<file path="src/rtl/lcd_timing_pkg.sv">
// Shared panel timing sets and geometry helpers for the LCD raster timing generator.
package lcd_timing_pkg;

    typedef struct packed {
        int h_active;
        int h_front;
        int h_sync;
        int h_back;
        int v_active;
        int v_front;
        int v_sync;
        int v_back;
    } panel_timing_t;

    localparam panel_timing_t PANEL_800X480 = '{
        h_active: 800, h_front: 40, h_sync: 48, h_back: 40,
        v_active: 480, v_front: 13, v_sync: 3,  v_back: 32
    };

    localparam panel_timing_t PANEL_640X480 = '{
        h_active: 640, h_front: 16, h_sync: 96, h_back: 48,
        v_active: 480, v_front: 10, v_sync: 2,  v_back: 33
    };

    function automatic int timing_total(input int active, input int front,
                                        input int sync, input int back);
        return active + front + sync + back;
    endfunction

    // Never narrower than one bit, so a divide-by-one divider still has a register.
    function automatic int counter_width(input int total);
        return (total > 1) ? $clog2(total) : 1;
    endfunction

endpackage

</file>
<file path="src/rtl/lcd_timing_gen_if.sv">
// Raster timing bus between the timing generator (master) and the pixel chain (slave).
interface lcd_timing_gen_if #(
    parameter int X_WIDTH = 10,
    parameter int Y_WIDTH = 10
);
    logic               enable;
    logic               tick;
    logic [X_WIDTH-1:0] x;
    logic [Y_WIDTH-1:0] y;
    logic               active;
    logic               next_frame;
    logic               hs_n;
    logic               vs_n;
    logic               data_enable;

    modport master (
        input  enable,
        output tick, x, y, active, next_frame, hs_n, vs_n, data_enable
    );

    modport slave (
        output enable,
        input  tick, x, y, active, next_frame, hs_n, vs_n, data_enable
    );
endinterface

</file>
<file path="src/rtl/lcd_delay_line.sv">
// Tick-gated shift register that aligns control (or colour) bits with pixel pipeline latency.
module lcd_delay_line #(
    parameter int               WIDTH       = 1,
    parameter int               DEPTH       = 1,
    parameter logic [WIDTH-1:0] RESET_VALUE = '0
) (
    input  logic             clock,
    input  logic             reset,
    input  logic             advance,
    input  logic [WIDTH-1:0] in,
    output logic [WIDTH-1:0] out
);
    if (DEPTH == 0) begin : g_pass
        logic unused_ctrl;
        assign unused_ctrl = ^{clock, reset, advance};
        assign out = in;
    end else begin : g_shift
        logic [WIDTH-1:0] stage_q [DEPTH];

        // NOTE: the stages are a handful of flops, not a RAM, so they take a reset value like any other state.
        always_ff @(posedge clock) begin
            if (reset) begin
                for (int i = 0; i < DEPTH; i++) stage_q[i] <= RESET_VALUE;
            end else if (advance) begin
                stage_q[0] <= in;
                for (int i = 1; i < DEPTH; i++) stage_q[i] <= stage_q[i-1];
            end
        end

        assign out = stage_q[DEPTH-1];
    end
endmodule

</file>
<file path="src/rtl/lcd_timing_gen.sv">
// Parametrised LCD raster timing generator: pixel tick divider, h/v counters and
// sync/data-enable outputs delayed to match the downstream pixel pipeline.
module lcd_timing_gen
    import lcd_timing_pkg::*;
#(
    parameter int CLOCK_DIVIDE   = 2,
    parameter int H_ACTIVE       = PANEL_800X480.h_active,
    parameter int H_FRONT        = PANEL_800X480.h_front,
    parameter int H_SYNC         = PANEL_800X480.h_sync,
    parameter int H_BACK         = PANEL_800X480.h_back,
    parameter int V_ACTIVE       = PANEL_800X480.v_active,
    parameter int V_FRONT        = PANEL_800X480.v_front,
    parameter int V_SYNC         = PANEL_800X480.v_sync,
    parameter int V_BACK         = PANEL_800X480.v_back,
    parameter int PIPELINE_DELAY = 2,
    parameter int X_WIDTH        = 10,
    parameter int Y_WIDTH        = 10
) (
    input  logic             clock,
    input  logic             reset,
    lcd_timing_gen_if.master bus
);
    localparam int H_TOTAL = timing_total(H_ACTIVE, H_FRONT, H_SYNC, H_BACK);
    localparam int V_TOTAL = timing_total(V_ACTIVE, V_FRONT, V_SYNC, V_BACK);
    localparam int H_W     = counter_width(H_TOTAL);
    localparam int V_W     = counter_width(V_TOTAL);
    localparam int DIV_W   = counter_width(CLOCK_DIVIDE);

    localparam logic [DIV_W-1:0] DIV_LAST   = DIV_W'(CLOCK_DIVIDE - 1);
    localparam logic [H_W-1:0]   H_LAST     = H_W'(H_TOTAL - 1);
    localparam logic [H_W-1:0]   H_VIS      = H_W'(H_ACTIVE);
    localparam logic [H_W-1:0]   H_SYNC_ON  = H_W'(H_ACTIVE + H_FRONT);
    localparam logic [H_W-1:0]   H_SYNC_OFF = H_W'(H_ACTIVE + H_FRONT + H_SYNC);
    localparam logic [V_W-1:0]   V_LAST     = V_W'(V_TOTAL - 1);
    localparam logic [V_W-1:0]   V_VIS      = V_W'(V_ACTIVE);
    localparam logic [V_W-1:0]   V_SYNC_ON  = V_W'(V_ACTIVE + V_FRONT);
    localparam logic [V_W-1:0]   V_SYNC_OFF = V_W'(V_ACTIVE + V_FRONT + V_SYNC);

    if (H_ACTIVE < 1 || H_FRONT < 1 || H_SYNC < 1 || H_BACK < 1 ||
        V_ACTIVE < 1 || V_FRONT < 1 || V_SYNC < 1 || V_BACK < 1 ||
        CLOCK_DIVIDE < 1 || PIPELINE_DELAY < 0 ||
        (X_WIDTH < 31 && (1 << X_WIDTH) < H_ACTIVE) ||
        (Y_WIDTH < 31 && (1 << Y_WIDTH) < V_ACTIVE)) begin : g_bad_params
        $error("lcd_timing_gen: zero timing count, CLOCK_DIVIDE < 1, or x/y too narrow");
    end

    logic [DIV_W-1:0]   div_q;
    logic [H_W-1:0]     h_q, h_next;
    logic [V_W-1:0]     v_q, v_next;
    logic               tick_q, next_frame_q, active_q, hs_raw_q, vs_raw_q;
    logic [X_WIDTH-1:0] x_q;
    logic [Y_WIDTH-1:0] y_q;
    logic               tick_now, h_wrap, v_wrap, active_next, hs_next, vs_next;
    logic [2:0]         delayed;

    // Everything below describes the position the counters move to on this tick.
    // NOTE: every combinational output gets a default first, so no latch can be inferred.
    always_comb begin
        tick_now    = bus.enable && (div_q == DIV_LAST);
        h_wrap      = (h_q == H_LAST);
        v_wrap      = (v_q == V_LAST);
        h_next      = h_wrap ? '0 : h_q + H_W'(1);
        v_next      = v_q;
        if (h_wrap) v_next = v_wrap ? '0 : v_q + V_W'(1);
        active_next = (h_next < H_VIS) && (v_next < V_VIS);
        hs_next     = !((h_next >= H_SYNC_ON) && (h_next < H_SYNC_OFF));
        vs_next     = !((v_next >= V_SYNC_ON) && (v_next < V_SYNC_OFF));
    end

    // NOTE: state uses non-blocking assignments so every flop samples pre-edge values.
    always_ff @(posedge clock) begin
        if (reset) begin
            div_q        <= '0;
            h_q          <= '0;
            v_q          <= '0;
            tick_q       <= 1'b0;
            next_frame_q <= 1'b0;
            x_q          <= '0;
            y_q          <= '0;
            active_q     <= 1'b1;
            hs_raw_q     <= 1'b1;
            vs_raw_q     <= 1'b1;
        end else begin
            tick_q       <= tick_now;
            next_frame_q <= tick_now && h_wrap && v_wrap;
            if (bus.enable) div_q <= (div_q == DIV_LAST) ? '0 : div_q + DIV_W'(1);
            if (tick_now) begin
                h_q      <= h_next;
                v_q      <= v_next;
                active_q <= active_next;
                x_q      <= active_next ? X_WIDTH'(h_next) : '0;
                y_q      <= active_next ? Y_WIDTH'(v_next) : '0;
                hs_raw_q <= hs_next;
                vs_raw_q <= vs_next;
            end
        end
    end

    // The registered raw signals enter the line on the same tick edge that replaces them.
    lcd_delay_line #(
        .WIDTH       (3),
        .DEPTH       (PIPELINE_DELAY),
        .RESET_VALUE (3'b110)
    ) u_sync_delay (
        .clock   (clock),
        .reset   (reset),
        .advance (tick_now),
        .in      ({hs_raw_q, vs_raw_q, active_q}),
        .out     (delayed)
    );

    assign bus.tick        = tick_q;
    assign bus.next_frame  = next_frame_q;
    assign bus.x           = x_q;
    assign bus.y           = y_q;
    assign bus.active      = active_q;
    assign bus.hs_n        = delayed[2];
    assign bus.vs_n        = delayed[1];
    assign bus.data_enable = delayed[0];
endmodule
</file>
<file path="src/flat_wrapper.sv">
// flat-port wrapper written by rule: the top's interface ports become plain ports
module lcd_timing_gen_flat import lcd_timing_pkg::*;
#(
    parameter int CLOCK_DIVIDE   = 2,
    parameter int H_ACTIVE       = PANEL_800X480.h_active,
    parameter int H_FRONT        = PANEL_800X480.h_front,
    parameter int H_SYNC         = PANEL_800X480.h_sync,
    parameter int H_BACK         = PANEL_800X480.h_back,
    parameter int V_ACTIVE       = PANEL_800X480.v_active,
    parameter int V_FRONT        = PANEL_800X480.v_front,
    parameter int V_SYNC         = PANEL_800X480.v_sync,
    parameter int V_BACK         = PANEL_800X480.v_back,
    parameter int PIPELINE_DELAY = 2,
    parameter int X_WIDTH        = 10,
    parameter int Y_WIDTH        = 10
)
  (clock, reset, bus_enable, bus_tick, bus_x, bus_y, bus_active, bus_next_frame, bus_hs_n, bus_vs_n, bus_data_enable);
  lcd_timing_gen_if #(.X_WIDTH(X_WIDTH), .Y_WIDTH(Y_WIDTH)) bus_i ();
  input  logic clock;
  input  logic reset;
  input wire logic [$bits(bus_i.enable)-1:0] bus_enable;
  output wire logic [$bits(bus_i.tick)-1:0] bus_tick;
  output wire logic [$bits(bus_i.x)-1:0] bus_x;
  output wire logic [$bits(bus_i.y)-1:0] bus_y;
  output wire logic [$bits(bus_i.active)-1:0] bus_active;
  output wire logic [$bits(bus_i.next_frame)-1:0] bus_next_frame;
  output wire logic [$bits(bus_i.hs_n)-1:0] bus_hs_n;
  output wire logic [$bits(bus_i.vs_n)-1:0] bus_vs_n;
  output wire logic [$bits(bus_i.data_enable)-1:0] bus_data_enable;
  assign bus_i.enable = bus_enable;
  assign bus_tick = bus_i.tick;
  assign bus_x = bus_i.x;
  assign bus_y = bus_i.y;
  assign bus_active = bus_i.active;
  assign bus_next_frame = bus_i.next_frame;
  assign bus_hs_n = bus_i.hs_n;
  assign bus_vs_n = bus_i.vs_n;
  assign bus_data_enable = bus_i.data_enable;
  lcd_timing_gen #(.CLOCK_DIVIDE(CLOCK_DIVIDE), .H_ACTIVE(H_ACTIVE), .H_FRONT(H_FRONT), .H_SYNC(H_SYNC), .H_BACK(H_BACK), .V_ACTIVE(V_ACTIVE), .V_FRONT(V_FRONT), .V_SYNC(V_SYNC), .V_BACK(V_BACK), .PIPELINE_DELAY(PIPELINE_DELAY), .X_WIDTH(X_WIDTH), .Y_WIDTH(Y_WIDTH)) u_core (.clock(clock), .reset(reset), .bus(bus_i));
endmodule
</file>
<file path="config.mk">
export PLATFORM = sky130hd
export DESIGN_NAME = lcd_timing_gen_flat
export DESIGN_NICKNAME = d
export VERILOG_FILES = /design/src/rtl/lcd_timing_pkg.sv /design/src/rtl/lcd_timing_gen_if.sv /design/src/rtl/lcd_delay_line.sv /design/src/rtl/lcd_timing_gen.sv /design/src/flat_wrapper.sv
export SDC_FILE = /design/constraint.sdc
export NUM_CORES = 1
export LEC_CHECK = 0
export BUFFER_PORTS_ARGS = -buffer_cell sky130_fd_sc_hd__buf_2
export CAP_MARGIN = 25
export CORE_ASPECT_RATIO = 1.5
export CORE_MARGIN = 1.5
export CORE_UTILIZATION = 37
export CTS_CLUSTER_SIZE = 14
export DETAILED_ROUTE_END_ITERATION = 8
export PLACE_DENSITY = 0.64
export SYNTH_ARGS = -nofsm -noshare
export SYNTH_HDL_FRONTEND = slang
export SYNTH_SLANG_ARGS = --single-unit
</file>
<file path="constraint.sdc">
create_clock -name clock -period 2.3 [get_ports clock]
set_input_delay 0.23 -clock clock [delete_from_list [all_inputs] [get_ports clock]]
set_output_delay 0.23 -clock clock [all_outputs]
set_load 0.01 [all_outputs]
</file>
==> results of run 1 <==
[final cells by class]
| class | count | share of cell area |
|---|---|---|
| Timing Repair Buffer | 57 | 0.124 |
| Clock inverter | 2 | 0.00391 |
| Inverter | 5 | 0.00652 |
| Clock buffer | 6 | 0.0252 |
| Multi-Input combinational cell | 173 | 0.424 |
| Sequential cell | 52 | 0.383 |
| Tap cell | 74 | 0.0322 |
[Yosys cell counts (2+ instances only)]
cell | n | share of area
nand4_1 | 7 | 0.018
or2_2 | 2 | 0.0052
xor2_1 | 6 | 0.022
clkbuf_1 | 6 | 0.0093
or3_1 | 6 | 0.016
o22a_1 | 3 | 0.011
nand2_1 | 19 | 0.030
inv_1 | 5 | 0.0078
dfxtp_1 | 46 | 0.38
ha_1 | 2 | 0.010
a21oi_1 | 6 | 0.012
nor2_1 | 15 | 0.023
o21ai_0 | 15 | 0.031
xnor2_1 | 8 | 0.029
nand2b_1 | 2 | 0.0052
a21o_1 | 8 | 0.025
edfxtp_1 | 6 | 0.075
a32o_1 | 11 | 0.046
nand3_1 | 9 | 0.019
buf_2 | 5 | 0.010
buf_6 | 3 | 0.014
a22o_1 | 16 | 0.058
and2_1 | 5 | 0.013
nor3_1 | 2 | 0.0042
nor3b_1 | 2 | 0.0062
and3_1 | 8 | 0.021
and4_1 | 2 | 0.0073
[cell families (layout without fill, tap and decap cells)]
logic type / count (synthesis) / in the layout / synth area share
compound gates: 70 / 70 / 0.227
xor+xnor: 14 / 14 / 0.0509
fa+ha+maj: 2 / 2 / 0.0104
buf+inv: 20 / 70 / 0.0447
flops: 52 / 52 / 0.457
mux: 1 / 1 / 0.00416
simple gates: 86 / 86 / 0.206
[metrics by stage]
| step | setup WS [ns] | area [um2] | power [mW] | hold WS [ns] | instances |
|---|---|---|---|---|---|
| 2_1_floorplan | 0.0109 | 2410 | 0.986 | 0.302 | 245 |
| 3_3_place_gp | 0.0264 | 2780 | 1.01 | 0.444 | 361 |
| 3_5_place_dp | -0.0276 | 2780 | 1.01 | 0.447 | 361 |
| 4_1_cts | 0.00211 | 2860 | 1.51 | 0.171 | 369 |
| 5_1_grt | -0.0241 | 2880 | 1.55 | 0.195 | 369 |
| 6_report | 0.0730 | 2880 | 1.49 | 0.180 | 369 |
[power groups by stage]
stage	combinational, mW	clock, mW	sequential, mW
after global placement	0.0632	0	0.950
final	0.0626	0.499	0.929
after detailed placement	0.0632	0	0.950
after CTS	0.0633	0.519	0.929
after global routing	0.0698	0.551	0.930
after floorplan	0.0341	0	0.952
[registers in the layout (all words and copies together) (netlist names)]
name                                 cells
u_core.bus.active                        1
u_core.bus.next_frame                    1
u_core.bus.tick                          1
u_core.bus.x                            10
u_core.bus.y                            10
u_core.div_q                             1
u_core.h_q                              10
u_core.hs_raw_q                          1
u_core.u_sync_delay.g_shift.stage_q      6
u_core.v_q                              10
u_core.vs_raw_q                          1
[worst reg2reg max path, cell delays in order, from the launching register on]
cell and delay, ns:
dfxtp_1 0.34, ha_2 0.18, and4_4 0.27, nand4_4 0.11, or3_4 0.40, a211oi_4 0.27
a211oi_2 0.11, buf_4 0.19, a32o_1 0.26
[how the worst min path moves through the flow]
stage | startpoint | to | slack [ns] | cells past startpoint
finish | reset | u_core.div_q | 0.18 | 2
global route | reset | u_core.v_q[2] | 0.19 | 2
CTS | reset | u_core.div_q | 0.17 | 2
detailed placement | u_core.bus.y[9] | u_core.bus.y[9] | 0.45 | 1
global placement | u_core.bus.y[9] | u_core.bus.y[9] | 0.44 | 1
floorplan | reset | u_core.div_q | 0.30 | 1
[per-layer routing]
| metal | part of all wire | GRT usage | vias to the layer above |
|---|---|---|---|
| met2 | 0.53 | 0.300 | 41 |
| li1 | - | - | 1005 |
| met3 | 0.027 | 0.0264 | 15 |
| met1 | 0.41 | 0.199 | 983 |
| met4 | 0.037 | 0.0980 | 0 |
| met5 | 0 | 0 | - |
[placed cells by master (no fill, tap or decap), drive strengths merged, types with 2 or more instances in the layout]
| master | n |
|---|---|
| a211oi | 2 |
| a21o | 8 |
| a21oi | 6 |
| a22o | 16 |
| a32o | 11 |
| and2 | 5 |
| and3 | 8 |
| and4 | 2 |
| buf | 57 |
| clkbuf | 6 |
| dfxtp | 46 |
| edfxtp | 6 |
| ha | 2 |
| inv | 5 |
| nand2 | 19 |
| nand2b | 2 |
| nand3 | 10 |
| nand4 | 8 |
| nor2 | 16 |
| nor3 | 2 |
| nor3b | 2 |
| o21ai | 15 |
| o22a | 3 |
| or2 | 2 |
| or3 | 7 |
| xnor2 | 8 |
| xor2 | 6 |
[what timing repair did]
item	CTS	global route
setup buffers	0	0
pin swaps	0	2
hold buffers	0	0
setup endpoints to repair	11	20
resized for setup	1	6
==> metrics.md, run 1 <==
| Metric | Value |
|---|---|
| CP Launch Type | `register` |
| Max-slew headroom | `0.641` |
| Nature of the critical path endpoint | `register` |
| Clk_lat worst skew | `0.30 ns` |
| Tcrit/Tclk final | `0.968` |
| Worst R2R Start | `u_core.h_q[0]` |
| Sequential cell area | `1100 um2` |
| Dpl hpwl | `4030 um` |
| Critical Path Source | `u_core.h_q[0]` |
| Reg2Reg Depth | `8` |
| Clk sinks | `52` |
| Ant. Diodes | `0` |
| Area of the multi-input gates | `between 1000 and 1500 um2` |
| Layout overhead on the synthesized area | `19.5%` |
| TritonRoute pass-1 iters | `5` |
| Mapped Avg Cell Area | `around 9.8 um2` |
| Ports | `29` |
| Clk slew on worst S/H paths | `approximately 0.090 ns` |
| RSZ-0062 raised after global routing | `true` |
| Max-cap viol count | `0` |
| Die Ht | `a little over 100 um` |
| CTS tree | `done` |
| Post-synthesis sequential area ratio | `0.457` |
| FF+latch count, synth | `52` |
| WL per Instance | `between 10 and 15 um` |
| Number of routed nets with antenna violations | `0` |
| Setup crit end | `u_core.bus.y[7]` |
| Clock buffer depth | `2` |
| Cell internal pwr | `1.16 mW` |
| Die ar. | `7010 um2` |
| Vias after detailed routing | `about 2000` |
| Stages on the worst setup path | `8` |
| Sw frac | `0.225` |
| CP max FO | `10` |
| Final setup fails | `0` |
| Worst Hold Class | `in -> reg` |
| Min cycle time layout | `around 2.2 ns` |
| Filler cell count | `between 600 and 700` |
| Syn nets | `250` |
| Largest net degree at the start of global routing | `37` |
| Ys Warns | `0` |
| Seq pwr share | `0.623` |
| Vias in the first global route | `about 2000` |
| Max H-tree Level | `2` |
| Layout cells sized above 1 | `0.271` |
| First-pass GRT wire length | `9170 um` |
| Worst slew pin tran | `0.537 ns` |
| Rows | `35` |
| Slew Limit Fails | `0` |
| Crit path required time | `2.50 ns` |
| FFs w/ async S/R, synth | `0` |
| Root Driver | `clkbuf_8` |
| Initial Util | `0.387` |
| Nets | `between 200 and 300` |
| Switching power of the nets | `between 300 and 400 uW` |
| Setup tns final | `0 ns` |
| Residual DRC | `0` |
| Max Clk Rate | `0.449 GHz` |
| Reg2Reg Setup Slack | `around 0.073 ns` |
| DRT iter0 DRCs | `101` |
| GPL Wtd Cong | `around 0.87` |
| Worst path max stage delay | `approximately 0.4 ns` |
| Crit-path cells | `ha_2 > and4_4 > nand4_4 > or3_4 > a211oi_4 > a211oi_2 > buf_4 > a32o_1` |
| Leak Pwr | `1.19 nW` |
| Ys flop type | `dfxtp_1` |
| Total gr overflow | `0` |
| Die W | `68.9 um` |
| Vias per Instance | `approximately 5.5` |
| Core area | `between 6000 and 7000 um2` |
| CP delay by family, top | `simple AND/OR/NAND/NOR gates` |
| Unique masters post-synth | `47` |
| Initial antenna violation count | `0` |
| Final WL | `around 5500 um` |
| Worst Skew | `0.00760 ns` |
| Buf/Inv on CP | `1` |
| EDFF count, synth | `6` |
| Combinational share of power | `0.042` |
| Fin util | `0.463` |
| Endpoints failing hold | `0` |
| CTS buffer count | `5` |
| Cells after synthesis | `245` |
| Total GRT Usage | `0.174` |
| Peak supply drop | `roughly 0.25 mV` |
| Port Buf Inserts | `28` |
| Status | `completed` |
| Clock Power Share | `0.335` |
| Netlist Area Pre-Place | `between 2000 and 2500 um2` |
| Critical path's slowest cell | `or3_4` |
| Arrival time of the worst setup path | `around 2.4 ns` |
| Reg2reg end | `u_core.bus.y[7]` |
| Crit Path Category | `reg -> reg` |
| Power per cell area | `about 520 nW/um2` |
Power figures use the tool's default switching activity.
==> run 2: changes to the inputs <==
--- a/config.mk
+++ b/config.mk
@@ -10,9 +10,11 @@
 export CORE_ASPECT_RATIO = 1.5
 export CORE_MARGIN = 1.5
 export CORE_UTILIZATION = 37
+export CTS_BUF_LIST = sky130_fd_sc_hd__clkbuf_8
 export CTS_CLUSTER_SIZE = 14
 export DETAILED_ROUTE_END_ITERATION = 8
-export PLACE_DENSITY = 0.64
+export PLACE_DENSITY = 0.62
+export SKIP_LAST_GASP = 1
 export SYNTH_ARGS = -nofsm -noshare
 export SYNTH_HDL_FRONTEND = slang
 export SYNTH_SLANG_ARGS = --single-unit
==> constraint.sdc (replaced) <==
create_clock -name clock -period 2.2 [get_ports clock]
set_input_delay 0.22 -clock clock [delete_from_list [all_inputs] [get_ports clock]]
set_output_delay 0.22 -clock clock [all_outputs]
set_load 0.01 [all_outputs]
==> metrics.md, run 2 (synthesis results as in run 1) <==
| Metric | Value |
|---|---|
| Status | `finished, violations left` |
| Failing checks | `setup timing` |
| Setup tns final | `-0.0893 ns (-0.0893 ns)` |
| Crit Path Category | `reg -> reg` |
| Commonest cells after routing, fill and taps aside | `38 x dfxtp_1, 32 x buf_4, 28 x buf_2` |
| Crit path required time | `2.40 ns (-0.10 ns)` |
| CTS buffer count | `5 (unchanged)` |
| Worst slew pin tran | `0.451 ns (-0.0861 ns)` |
| Die ar. | `7010 um2 (unchanged)` |
| Most common cell after layout, fill and taps aside | `dfxtp_1` |
| GPL Wtd Cong | `0.843 (-2.7%)` |
| Layout cells sized above 1 | `0.331 (+0.0599)` |
| Root Driver | `clkbuf_8` |
| TritonRoute pass-1 iters | `4 (-1)` |
| Leak Pwr | `1.24 nW (+4.4%)` |
| Total gr overflow | `0 (unchanged)` |
| Dpl hpwl | `4100 um (+1.8%)` |
| Port Buf Inserts | `28 (unchanged)` |
| DRT iter0 DRCs | `88 (-13%)` |
| Tcrit/Tclk final | `1.02 (+0.0510)` |
| Finished Layout Cells | `376 (+1.9%)` |
| Final setup fails | `4 (+4)` |
| Min cycle time layout | `2.24 ns (+0.0153 ns)` |
| Vias per Instance | `5.54 (about the same)` |
| Clock buffer depth | `2 (unchanged)` |
| Residual DRC | `0 (unchanged)` |
| Die W | `68.9 um (unchanged)` |
| RSZ-0062 raised after global routing | `true` |
| Final WL | `5780 um (+5.0%)` |
| WL per Instance | `15.4 um (+3.0%)` |
| Power per cell area | `537 nW/um2 (+3.7%)` |
| Worst Hold Class | `in -> reg` |
| Nets | `306 (+2.3%)` |
| Rows | `35 (unchanged)` |
| Vias after detailed routing | `2082 (+1.9%)` |
| Placed insts | `365 (+1.1%)` |
| Clk sinks | `52 (unchanged)` |
| Worst Skew | `0.00807 ns (+0.000479 ns)` |
| Hold bufs inserted after CTS | `0 (unchanged)` |
| CTS tree | `done` |
| CP Launch Type | `register` |
| Arrival time of the worst setup path | `2.45 ns (+0.02 ns)` |
| Ant. Diodes | `0 (unchanged)` |
| Ports | `29 (unchanged)` |
| Core area | `6220 um2 (unchanged)` |
| Max Clk Rate | `0.446 GHz (-0.68%)` |
| Clk_lat worst skew | `0.31 ns (about the same)` |
| Clk slew on worst S/H paths | `0.10 ns (about the same)` |
| Number of routed nets with antenna violations | `0 (unchanged)` |
| Slew Limit Fails | `0 (unchanged)` |
| Vias in the first global route | `2049 (+3.4%)` |
| Initial antenna violation count | `0 (unchanged)` |
| Area after DPL | `2810 um2 (+1.1%)` |
| First-pass GRT wire length | `9320 um (+1.6%)` |
| Finished Cell Area | `3010 um2 (+4.6%)` |
| Endpoints failing hold | `0 (unchanged)` |
| Max-cap viol count | `0 (unchanged)` |
| Layout overhead on the synthesized area | `24.9%` |
| Filler cell count | `605 (-2.1%)` |
| Final Power | `1.62 mW (+8.4%)` |
| Nature of the critical path endpoint | `register` |
| Max H-tree Level | `2 (unchanged)` |
| Peak supply drop | `0.239 mV (-3.5%)` |
| Post-route setup slack | `-0.0423 ns (-0.115 ns)` |
| Total GRT Usage | `0.177 (+0.00303)` |
| Largest net degree at the start of global routing | `37 (unchanged)` |
| Max-slew headroom | `0.699 (+0.0576)` |
| CP max FO | `7 (-3)` |
| Initial Util | `0.387 (unchanged)` |
| Die Ht | `102 um (unchanged)` |
| Fin util | `0.484 (+0.0211)` |
==> run 2: metrics by stage <==
step / hold WS [ns] / setup slack [ns]
after floorplan: 0.292 / 0.00986
after global placement: 0.442 / -0.0377
after detailed placement: 0.442 / -0.106
after CTS: 0.150 / 0.00274
after global routing: 0.167 / -0.110
final: 0.159 / -0.0423
==> run 2: what timing repair did <==
item	CTS	global route
gates cloned	0	1
resized for setup	9	17
buffers inserted	1	1
pin swaps	4	13
endpoints found under the setup margin	20	20
==> run 2: power by group <==
group	switching (mW)	internal, mW	leakage (nW)
Combinational	0.0459	0.0213	0.777
Sequential	0.00519	0.967	0.424
Clock	0.322	0.255	0.0434
==> run 2: layout make-up <==
cell class | instances | area, um2 | area share
timing repair buffer | 64 | 425 | 0.141
multi-input combinational | 173 | 1260 | 0.420
inverter | 5 | 18.8 | 0.00624
tap | 74 | 92.6 | 0.0308
clock inverter | 2 | 15.0 | 0.00499
clock buffer | 6 | 82.6 | 0.0274
sequential | 52 | 1110 | 0.369
==> run 2: path summary, 6_finish.rpt <==
check                                startpoint              end  slack (ns)  cells past startpoint
worst min register to register  u_core.bus.y[9]  u_core.bus.y[9]        0.46                      1
worst max register to register    u_core.h_q[0]  u_core.bus.y[7]       -0.04                      9
worst min-delay path                      reset     u_core.div_q        0.16                      2
worst max-delay path              u_core.h_q[0]  u_core.bus.y[7]       -0.04                      9
==> run 2: critical path, stage by stage, from the launching register on <==
cell and delay (ns):
dfxtp_2 0.37, ha_4 0.14, and4_4 0.26, buf_6 0.12, nand4_1 0.15, xor2_2 0.21, a211oi_4 0.32, a211oi_4 0.15
buf_6 0.17, a32o_1 0.25
==> run 2: per-layer routing <==
metal	track usage	vias to the layer above	wire, um
met3	0.0275	15	145
met2	0.311	31	3030
met1	0.195	1022	2380
li1	-	1014	-
met5	0	-	0
met4	0.103	0	226
